==> config.mk <==
export PLATFORM = sky130hd
export DESIGN_NAME = mem_port_arbiter
export DESIGN_NICKNAME = d
export VERILOG_FILES = /design/src/rtl/mem_pkg.sv /design/src/rtl/rr_arbiter2.sv /design/src/rtl/mem_port_arbiter.sv
export SDC_FILE = /design/constraint.sdc
export NUM_CORES = 1
export LEC_CHECK = 0
export BUFFER_PORTS_ARGS = -buffer_cell sky130_fd_sc_hd__clkbuf_2
export CAP_MARGIN = 25
export CORE_ASPECT_RATIO = 1.75
export CORE_MARGIN = 2
export CORE_UTILIZATION = 49
export DETAILED_ROUTE_END_ITERATION = 8
export PLACE_DENSITY = 0.81
export SLEW_MARGIN = 20
export SYNTH_ARGS = -nofsm -noshare
export SYNTH_HDL_FRONTEND = slang
export SYNTH_SLANG_ARGS = --single-unit
==> constraint.sdc <==
create_clock -name clk -period 7.64 [get_ports clk]
set_input_delay 0.382 -clock clk [delete_from_list [all_inputs] [get_ports clk]]
set_output_delay 0.382 -clock clk [all_outputs]
set_load 0.005 [all_outputs]
==> src/rtl/mem_pkg.sv <==
// Shared memory-access definitions: transfer size encoding, memRW polarity
// and the size-to-byte-count helper used by the range check.
package mem_pkg;

  typedef enum logic [1:0] {
    SEC_BYTE = 2'b00,
    SEC_HALF = 2'b01,
    SEC_WORD = 2'b10
  } mem_sec_e;

  localparam logic MEM_READ  = 1'b1;
  localparam logic MEM_WRITE = 1'b0;

  function automatic logic [2:0] sec_bytes(input mem_sec_e sec);
    case (sec)
      SEC_BYTE: sec_bytes = 3'd1;
      SEC_HALF: sec_bytes = 3'd2;
      SEC_WORD: sec_bytes = 3'd4;
      default:  sec_bytes = 3'd0;
    endcase
  endfunction

endpackage

==> src/rtl/rr_arbiter2.sv <==
// Two-way round-robin arbiter; the pointer records which port won last and
// only moves when the caller reports that the grant was actually taken.
module rr_arbiter2 (
  input  logic       clk,
  input  logic       rst_n,
  input  logic [1:0] req,
  input  logic       advance,
  output logic [1:0] gnt
);

  logic last_q;
  logic last_d;

  // Grant selection: a lone requester wins, a tie goes to the port not granted last.
  always_comb begin
    case (req)
      2'b01:   gnt = 2'b01;
      2'b10:   gnt = 2'b10;
      2'b11:   gnt = last_q ? 2'b01 : 2'b10;
      default: gnt = 2'b00;
    endcase
  end

  // Pointer next-state.
  always_comb begin
    if (advance) begin
      last_d = gnt[1];
    end else begin
      last_d = last_q;
    end
  end

  // Pointer register; resets to "port 1 granted last" so port 0 wins the first tie.
  always_ff @(posedge clk or negedge rst_n) begin
    if (!rst_n) begin
      last_q <= 1'b1;
    end else begin
      last_q <= last_d;
    end
  end

endmodule

==> src/rtl/mem_port_arbiter.sv <==
// Shares the single-ported data memory stage between the CPU (port 0) and the
// loader/debug port (port 1); range-checks each request before touching memory.
module mem_port_arbiter
  import mem_pkg::*;
#(
  parameter int N         = 20,
  parameter int ERR_CNT_W = 16
) (
  input  logic                 clk,
  input  logic                 rst_n,
  input  logic [1:0]           req_valid_i,
  output logic [1:0]           req_ready_o,
  input  logic [1:0]           req_rw_i,
  input  logic [1:0][1:0]      req_sec_i,
  input  logic [1:0][31:0]     req_addr_i,
  input  logic [1:0][31:0]     req_wdata_i,
  output logic [1:0]           rsp_valid_o,
  output logic [31:0]          rsp_rdata_o,
  output logic                 rsp_err_o,
  output logic                 mem_rw_o,
  output logic [1:0]           mem_sec_o,
  output logic [31:0]          mem_addr_o,
  output logic [31:0]          mem_wdata_o,
  input  logic [31:0]          mem_rdata_i,
  output logic [ERR_CNT_W-1:0] err_cnt_o
);

  typedef enum logic [1:0] {
    ST_IDLE   = 2'b00,
    ST_ACCESS = 2'b01,
    ST_RESP   = 2'b10,
    ST_ERRRSP = 2'b11
  } state_e;

  state_e                state_q, state_d;
  logic                  run_q;
  logic [1:0]            gnt_s;
  logic                  accept_s;
  logic                  sel_port_s;
  logic                  sel_rw_s;
  logic [1:0]            sel_sec_s;
  logic [31:0]           sel_addr_s;
  logic [31:0]           sel_wdata_s;
  logic [2:0]            bytes_s;
  logic [32:0]           end_addr_s;
  logic                  err_s;
  logic                  port_q, port_d;
  logic                  rw_q, rw_d;
  logic                  mem_rw_q, mem_rw_d;
  logic [1:0]            mem_sec_q, mem_sec_d;
  logic [31:0]           mem_addr_q, mem_addr_d;
  logic [31:0]           mem_wdata_q, mem_wdata_d;
  logic [ERR_CNT_W-1:0]  err_cnt_q, err_cnt_d;

  rr_arbiter2 u_rr (
    .clk     (clk),
    .rst_n   (rst_n),
    .req     (req_valid_i),
    .advance (accept_s),
    .gnt     (gnt_s)
  );

  // Granted request and its range check; the end address is 33 bits so it cannot wrap.
  always_comb begin
    sel_port_s  = gnt_s[1];
    sel_rw_s    = req_rw_i[sel_port_s];
    sel_sec_s   = req_sec_i[sel_port_s];
    sel_addr_s  = req_addr_i[sel_port_s];
    sel_wdata_s = req_wdata_i[sel_port_s];
    bytes_s     = sec_bytes(mem_sec_e'(sel_sec_s));
    end_addr_s  = {1'b0, sel_addr_s} + {30'd0, bytes_s} - 33'd1;
    err_s       = (sel_sec_s == 2'b11) || (end_addr_s > 33'(N));
    accept_s    = |(req_valid_i & req_ready_o);
  end

  // State register.
  always_ff @(posedge clk or negedge rst_n) begin
    if (!rst_n) begin
      state_q <= ST_IDLE;
    end else begin
      state_q <= state_d;
    end
  end

  // Next-state logic.
  always_comb begin
    case (state_q)
      ST_IDLE: begin
        if (accept_s) begin
          state_d = err_s ? ST_ERRRSP : ST_ACCESS;
        end else begin
          state_d = ST_IDLE;
        end
      end
      ST_ACCESS: state_d = ST_RESP;
      ST_RESP:   state_d = ST_IDLE;
      ST_ERRRSP: state_d = ST_IDLE;
      default:   state_d = ST_IDLE;
    endcase
  end

  // Handshake and response outputs; ready is held off for one cycle after reset release.
  always_comb begin
    req_ready_o = 2'b00;
    rsp_valid_o = 2'b00;
    rsp_err_o   = 1'b0;
    rsp_rdata_o = 32'hFFFF_FFFF;
    case (state_q)
      ST_IDLE: begin
        req_ready_o = run_q ? gnt_s : 2'b00;
      end
      ST_RESP: begin
        rsp_valid_o = port_q ? 2'b10 : 2'b01;
        rsp_rdata_o = (rw_q == MEM_READ) ? mem_rdata_i : 32'hFFFF_FFFF;
      end
      ST_ERRRSP: begin
        rsp_valid_o = port_q ? 2'b10 : 2'b01;
        rsp_err_o   = 1'b1;
      end
      default: begin
        req_ready_o = 2'b00;
      end
    endcase
  end

  // Transaction latch and mem-stage drive; memRW is a write only during ACCESS of a legal write.
  always_comb begin
    port_d      = port_q;
    rw_d        = rw_q;
    mem_rw_d    = MEM_READ;
    mem_sec_d   = mem_sec_q;
    mem_addr_d  = mem_addr_q;
    mem_wdata_d = mem_wdata_q;
    if ((state_q == ST_IDLE) && accept_s) begin
      port_d = sel_port_s;
      if (!err_s) begin
        rw_d        = sel_rw_s;
        mem_rw_d    = sel_rw_s;
        mem_sec_d   = sel_sec_s;
        mem_addr_d  = sel_addr_s;
        mem_wdata_d = sel_wdata_s;
      end else begin
        rw_d = MEM_READ;
      end
    end else begin
      port_d = port_q;
    end
  end

  // Saturating count of rejected requests.
  always_comb begin
    if ((state_q == ST_ERRRSP) && (err_cnt_q != {ERR_CNT_W{1'b1}})) begin
      err_cnt_d = err_cnt_q + ERR_CNT_W'(1'b1);
    end else begin
      err_cnt_d = err_cnt_q;
    end
  end

  // Datapath registers.
  always_ff @(posedge clk or negedge rst_n) begin
    if (!rst_n) begin
      run_q       <= 1'b0;
      port_q      <= 1'b0;
      rw_q        <= MEM_READ;
      mem_rw_q    <= MEM_READ;
      mem_sec_q   <= 2'b00;
      mem_addr_q  <= 32'd0;
      mem_wdata_q <= 32'd0;
      err_cnt_q   <= {ERR_CNT_W{1'b0}};
    end else begin
      run_q       <= 1'b1;
      port_q      <= port_d;
      rw_q        <= rw_d;
      mem_rw_q    <= mem_rw_d;
      mem_sec_q   <= mem_sec_d;
      mem_addr_q  <= mem_addr_d;
      mem_wdata_q <= mem_wdata_d;
      err_cnt_q   <= err_cnt_d;
    end
  end

  assign mem_rw_o    = mem_rw_q;
  assign mem_sec_o   = mem_sec_q;
  assign mem_addr_o  = mem_addr_q;
  assign mem_wdata_o = mem_wdata_q;
  assign err_cnt_o   = err_cnt_q;

endmodule

### Word level (Yosys, flattened, before mapping)

Index checks and enable logic that the tools add are counted.

* bits of input ports: 170
* bits in writable memories: 0
* logic and storage cells: 58
* register bits: 89
* memories kept: 0
* ROM bits: 0
* bits in latches: 0

* mux-type cells: 23
* multiply operators: 0
* bitwise operators: 2
* equal/unequal tests: 10
* reductions and logical operators: 8
* shift-type cells: 0
* div/mod/pow operators: 0
* order comparisons: 2
* add/sub/neg operators: 3

Operators with widths (count)
* $mux W32: 6
* $add A32 B3 Y33: 1
* $gt A33 B5 Y1 const B: 1
* $sub A33 B1 Y33 const B: 1
* $mux W2: 9
* $add A16 B1 Y16 const B: 1
* $ne A16 B16 Y1 const B: 1
* $eq A2 B2 Y1 const B: 6
* $pmux W2 S3: 2
* $pmux W3 S3: 1
* $eq A2 B1 Y1 const B: 3
* $mux W1: 5
* $logic_not A2 Y1: 2
* $reduce_or A2 Y1: 2
* $and A2 B2 Y2: 1
* $logic_and A1 B1 Y1: 2
* $lt A1 B2 Y1 const B: 1
* $reduce_and A2 Y1: 1
* $logic_or A1 B1 Y1: 1
* $not A1 Y1: 1

### Logic depth before layout (Yosys ltp)

* word-level depth: 13
* gate-level depth with buffers: 23
* mapped depth without buffers: 18

### By module

From an unflattened synthesis, not the netlist that was laid out.

* cell total of the unflattened synthesis: 711
* area total of the unflattened synthesis: 6770.2 um^2

Modules (own cells, without submodules)
* mem_port_arbiter: sequential area each 2204.6 um^2, instances 1, cells an instance 706, area each 6706.4 um^2
* rr_arbiter2: sequential area each 26.3 um^2, instances 1, cells an instance 5, area each 63.8 um^2

### Worst setup path after synthesis

Ideal clock, no wire load.

* path kind: input to register
* start: input req_valid_i[1]
* end: register mem_addr_q[28] (netlist: mem_addr_o[28])
* buffers on the path: 5
* slack: 1.583 ns
* library setup time: 0.127 ns
* arrival time: 5.930 ns
* cell stages on the path: 22
* path through: a21boi_0 > clkbuf_1 > clkbuf_1 > buf_1 > mux2i_1 > ha_1 > inv_1 > ha_1 > inv_1 > fa_1 > nand2b_1 > a211o_1 > a21oi_1 > o22ai_2 > o21bai_1 > mux2_1 > o31a_1 > or4_4 > nor4_4 > buf_6 > buf_8 > mux2_1

* word-level cells in the longest chain between the ends: 12

RTL lines
* start, declared: RTL line mem_port_arbiter.sv:11 `input logic [1:0] req_valid_i,`
* $eq A2 B2 Y1 or $eq A2 B1 Y1 (tied branches): RTL line rr_arbiter2.sv:16 `case (req)`
* $pmux W2 S3: RTL line rr_arbiter2.sv:16
* $mux W2 (implied by the code) (2 in series): RTL line mem_port_arbiter.sv:67 `sel_sec_s = req_sec_i[sel_port_s];`
* $eq A2 B2 Y1 (tied with other cells): RTL line mem_pkg.sv:15 `case (sec)`
* $pmux W3 S3: RTL line mem_pkg.sv:15
* $add A32 B3 Y33: RTL line mem_port_arbiter.sv:71 `end_addr_s = {1'b0, sel_addr_s} + {30'd0, bytes_s} - 33'd1;`
* $sub A33 B1 Y33: RTL line mem_port_arbiter.sv:71
* $gt A33 B5 Y1: RTL line mem_port_arbiter.sv:72 `err_s = (sel_sec_s == 2'b11) || (end_addr_s > 33'(N));`
* $logic_or A1 B1 Y1: RTL line mem_port_arbiter.sv:72
* $not A1 Y1 (no line)
* $reduce_and A2 Y1 (no line)
* end signal, assigned: RTL line mem_port_arbiter.sv:176 `mem_addr_q <= mem_addr_d;`
* end, declared: RTL line mem_port_arbiter.sv:51 `logic [31:0] mem_addr_q, mem_addr_d;`

Parallel ways exist; a longest one is shown, timed or not. The select of a mux whose other input is x is not followed.
A chain may end at the register's enable or synchronous reset.

### Final worst setup path

* start: register u_rr.last_q
* end: register mem_addr_q[5] (netlist: mem_addr_o[5])

* word-level cells in the longest chain between the ends: 12

RTL lines
* start, declared: RTL line rr_arbiter2.sv:11 `logic last_q;`
* start signal, assigned: RTL line rr_arbiter2.sv:38 `last_q <= last_d;`
* $mux W2 (*): RTL line rr_arbiter2.sv:19 `2'b11: gnt = last_q ? 2'b01 : 2'b10;`
* $pmux W2 S3 (*): RTL line rr_arbiter2.sv:16
* $mux W2 (implied by the code) (2 in series): RTL line mem_port_arbiter.sv:67
* $eq A2 B2 Y1 (tied with other cells): RTL line mem_pkg.sv:15
* $pmux W3 S3: RTL line mem_pkg.sv:15
* $add A32 B3 Y33: RTL line mem_port_arbiter.sv:71
* $sub A33 B1 Y33: RTL line mem_port_arbiter.sv:71
* $gt A33 B5 Y1: RTL line mem_port_arbiter.sv:72
* $logic_or A1 B1 Y1: RTL line mem_port_arbiter.sv:72
* $not A1 Y1 (no line)
* $reduce_and A2 Y1 (no line)

Every way passes the cells marked *; elsewhere a longest branch is shown, timed or not. The select of a mux whose other input is x is not followed.

==> results.md <==
- The most frequently used cell type in the post-synthesis netlist is mux2_2.
- The routed length on met1 is about 7400 µm.
- The maximum vdd drop is ~130 µV.
- The pin count of the biggest net entering global routing is 60.
- The detail route stage leaves a number of antenna-violating nets equal to 0.
- The effective utilization at floorplan is 50.3%.
- The area of the mapped netlist is 6730 µm².
- The shortest clock period the worst path allows after layout is 5.87 ns.
- The path depth of the worst reg2reg path is 19.
- In this run the tool buffered the top-level ports with slightly below 300 buffer cells.
- Counting instances in the post-synthesis netlist gives the leading cell types as mux2_2, dfrtp_1, inv_1.
- Once detailed placement completed, the half-perimeter wirelength came to 15700 µm.
- The overflow left after global routing is 0.
- The final total negative setup slack is 0 ns.
- The number of levels the H-tree was split into is 3.
- Wires add up to 19300 µm.
- The worst register-to-register path ends at mem_addr_o[5]$_DFFE_PN0P_.
- Buffers inserted during clock tree synthesis total 9.
- The reg-to-reg setup timing slack is roughly 1.8 ns.
- Clock-pin slew was measured on the worst setup and hold paths at 0.07 ns.
- The floorplan step defined a die boundary enclosing approximately 15000 µm².
- The final count of hold timing violations is 0.
- The number of nets in the synthesized netlist is 908.
- Between clock sinks in the finished design, the worst skew comes to 0.00819 ns.
- Setup violations remaining at the end of the flow were counted as 0.
- The DRC violations left is 0.
- The initialized floorplan defines 56 standard-cell rows.
- After detailed routing, the average wire length per cell comes to 16.7 µm.
- In this run, synthesis produced a sequential element count of 89.
- The overall global routing resource usage is around a quarter.
- The count of flip-flops with a built-in enable after synthesis is 0.
- The proportion of register bits with asynchronous set or reset after synthesis is 100%.
- From synthesis to final layout, the design area changed by 27.9%.
- The total power consumption of the routed design is 1.85 mW.
- Following the worst setup path forward leads to its endpoint at mem_addr_o[5]$_DFFE_PN0P_.
- The average via count per standard cell is 5.47.
- The number of warnings printed during yosys synthesis is 0.
- In this run the deepest clock path goes through 2 buffers.
- In the final design database the tool counted 1183 nets.
- The mean cell area of the mapped netlist is 9.59 µm².
- The number of unique standard cell types used by synthesis is 69.
- Sequential cells were found to cover around a third of the synthesized design area.
- The startpoint of the most critical setup path is u_rr.last_q$_DFFE_PN1P_.
- The dominant register cell in the synthesized netlist is dfrtp_1.
- The first-pass GRT wire length is 31500 µm.
- The number of cells produced by synthesis is 702.
- The post-route core utilization is between 60% and 70%.
- The routed wire length on met3 is 1050 µm.
- STA puts the critical path data required time at 7.87 ns.
- Timing would allow up to 170 MHz.
- The post-route netlist has 48.0% of its cells at a drive strength greater than 1.
- The largest driver fanout on the critical path is 42.
- After synthesis, the cell types taking the most area are dfrtp_1, mux2_2, ha_1, or2_2, a21oi_1.
- The number of pins with negative max-slew slack in the final report was 0.
- Gates resized during post-CTS repair numbered 0.
- For this block, the initial DRC count from the detailed router was 252.
- The number of vias in the routed layout is 6319.
- Measured along the y axis, the die boundary spans 159 µm.
- The share of the cycle needed by the critical path after routing is around three quarters.
- The die is 92.6 µm wide.
- The cell sitting at the root of the clock tree is a clkbuf_16.
- The via count of the first global-routing pass is 6537.
- Of the post-synthesis cell area, the dominant cell type holds 32.0%.
- At the pin with the least slew margin, the transition time is 0.899 ns.
- Power spread over the standard cell area amounts to roughly 220 nW/µm².
- After floorplanning, the core was sized to cover 13400 µm².
- Setup repair after global routing left no endpoint under its margin.
- The antenna diode count is 0.
- On the final layout, the worst hold slack is between 0.2 and 0.3 ns.
- STA classifies the critical path startpoint as a register.
- The leakage component of the power is around 4.5 nW.
- The routed length on met2 is slightly above 10000 µm.
- The number of max-capacitance violations reported is 0.
- The endpoint type of the worst setup path is a register.
- The top routing layer in use is met4.
- The worst register-to-register path begins at u_rr.last_q$_DFFE_PN1P_.
- The congestion estimate from routability-driven global placement came to 0.944.
- Headroom to the max-slew limit came out at 39.9%.
- The total number of clock tree sinks is 89.
- The clock latency of the later-clocked register in the worst-skew pair is ~0.35 ns.
- The library cell with the largest summed area after synthesis is dfrtp_1.
- The number of antenna violations at the first check in global routing is 0.
- The number of placed I/O pins is 290.
- The flow ran to the end, and the final reports show no timing, DRC or antenna violations.
- TritonCTS built the clock tree.
- Before antenna repair, the detailed router went through 5 iterations.
- The worst endpoint data arrival time is 6.10 ns.
- The kind of path behind the tightest hold check is in2reg.
- The class of the most critical setup path is reg2reg.
==> flip-flops by register name (all words and copies together) (netlist names) <==
signal / cells
rw_q: 1
state_q: 2
mem_sec_o: 2
port_q: 1
err_cnt_o: 16
mem_addr_o: 32
mem_wdata_o: 32
mem_rw_o: 1
run_q: 1
u_rr.last_q: 1
==> worst max-delay path, cell delays in order, from the launching register on <==
cell,delay [ns]
dfstp_2,0.39
a21boi_4,0.29
buf_4,0.34
mux2i_1,0.29
ha_1,0.26
inv_1,0.06
ha_1,0.16
inv_1,0.06
fa_1,0.39
nand2b_1,0.20
a211o_1,0.30
a21oi_1,0.28
o22ai_2,0.14
o21bai_1,0.35
mux2_1,0.36
o31a_1,0.24
or4_4,0.53
nor4_4,0.16
buf_4,0.51
mux2_2,0.40
==> layer usage <==
layer / track usage (%) / vias up
li1: - / 3059
met1: 29.4 / 2979
met2: 48.6 / 236
met3: 4.83 / 45
met4: 10.9 / 0
met5: 0 / -
==> cells by family after synthesis <==
group / Yosys count / synth area share, %
buf+inv: 86 / 5.39
other cells: 1 / 0.0557
simple gates: 192 / 15.1
compound gates: 133 / 12.9
fa+ha+maj: 36 / 6.80
mux: 144 / 23.9
flops: 89 / 33.1
xor+xnor: 21 / 2.73
==> worst min path at each step <==
stage | startpoint | end | slack, ns | depth (start not counted)
5_1_grt | req_valid_i[1] | u_rr.last_q$_DFFE_PN1P_ | 0.31 | 3
4_1_cts | req_valid_i[1] | u_rr.last_q$_DFFE_PN1P_ | 0.27 | 3
2_1_floorplan | rst_n | err_cnt_o[0]$_DFFE_PN0P_ | 0.09 | 0
3_3_place_gp | rst_n | mem_addr_o[9]$_DFFE_PN0P_ | 0.33 | 1
3_5_place_dp | rst_n | mem_addr_o[12]$_DFFE_PN0P_ | 0.34 | 1
6_report | req_valid_i[1] | u_rr.last_q$_DFFE_PN1P_ | 0.27 | 3
==> layout by cell type, fill, tap and decap left out, types with 5 or more instances in the layout <==
cell / instances
mux2_2: 115
nor3b_1: 5
or2_2: 35
a21oi_1: 41
nand4_1: 8
inv_1: 53
buf_4: 8
o21ai_0: 27
mux2_1: 16
clkbuf_2: 288
nor3_1: 9
a31oi_1: 7
nor2b_1: 8
clkbuf_16: 9
xnor2_1: 17
nand3_1: 14
o22ai_1: 5
and3_1: 6
mux2i_1: 13
nor2_1: 38
dfrtp_1: 86
nand2_1: 42
ha_1: 35
a211oi_1: 8
or3_1: 5
==> area by class of cell <==
class / instances / area (µm²)
clock buffer: 10 / 229
clock inverter: 6 / 72.6
fill: 1152 / 4770
inverter: 53 / 199
multi-input combinational: 527 / 4150
sequential: 89 / 2230
tap: 174 / 218
timing repair buffer: 297 / 1510
==> what timing repair did <==
item | in CTS | in global routing
endpoints found under the hold margin | 30 | 0
endpoints found under the setup margin | 0 | 0
hold buffers | 1 | 0
buffers inserted | 0 | 0
==> per-stage QoR <==
step / std cells / instance area [µm²] / worst slack [ns]
2_1_floorplan: 702 / 6730 / 1.58
3_3_place_gp: 1139 / 8300 / 1.72
3_5_place_dp: 1139 / 8300 / 1.57
4_1_cts: 1156 / 8610 / 1.72
5_1_grt: 1156 / 8610 / 1.44
6_report: 1156 / 8610 / 1.77
==> report_power, final <==
| part | internal [mW] | total (mW) | switching, mW |
|---|---|---|---|
| clock | 0.258 | 0.462 | 0.204 |
| sequential | 0.493 | 0.517 | 0.0243 |
| combinational | 0.381 | 0.875 | 0.493 |
Note: power is estimated with default switching activity, not from simulation.
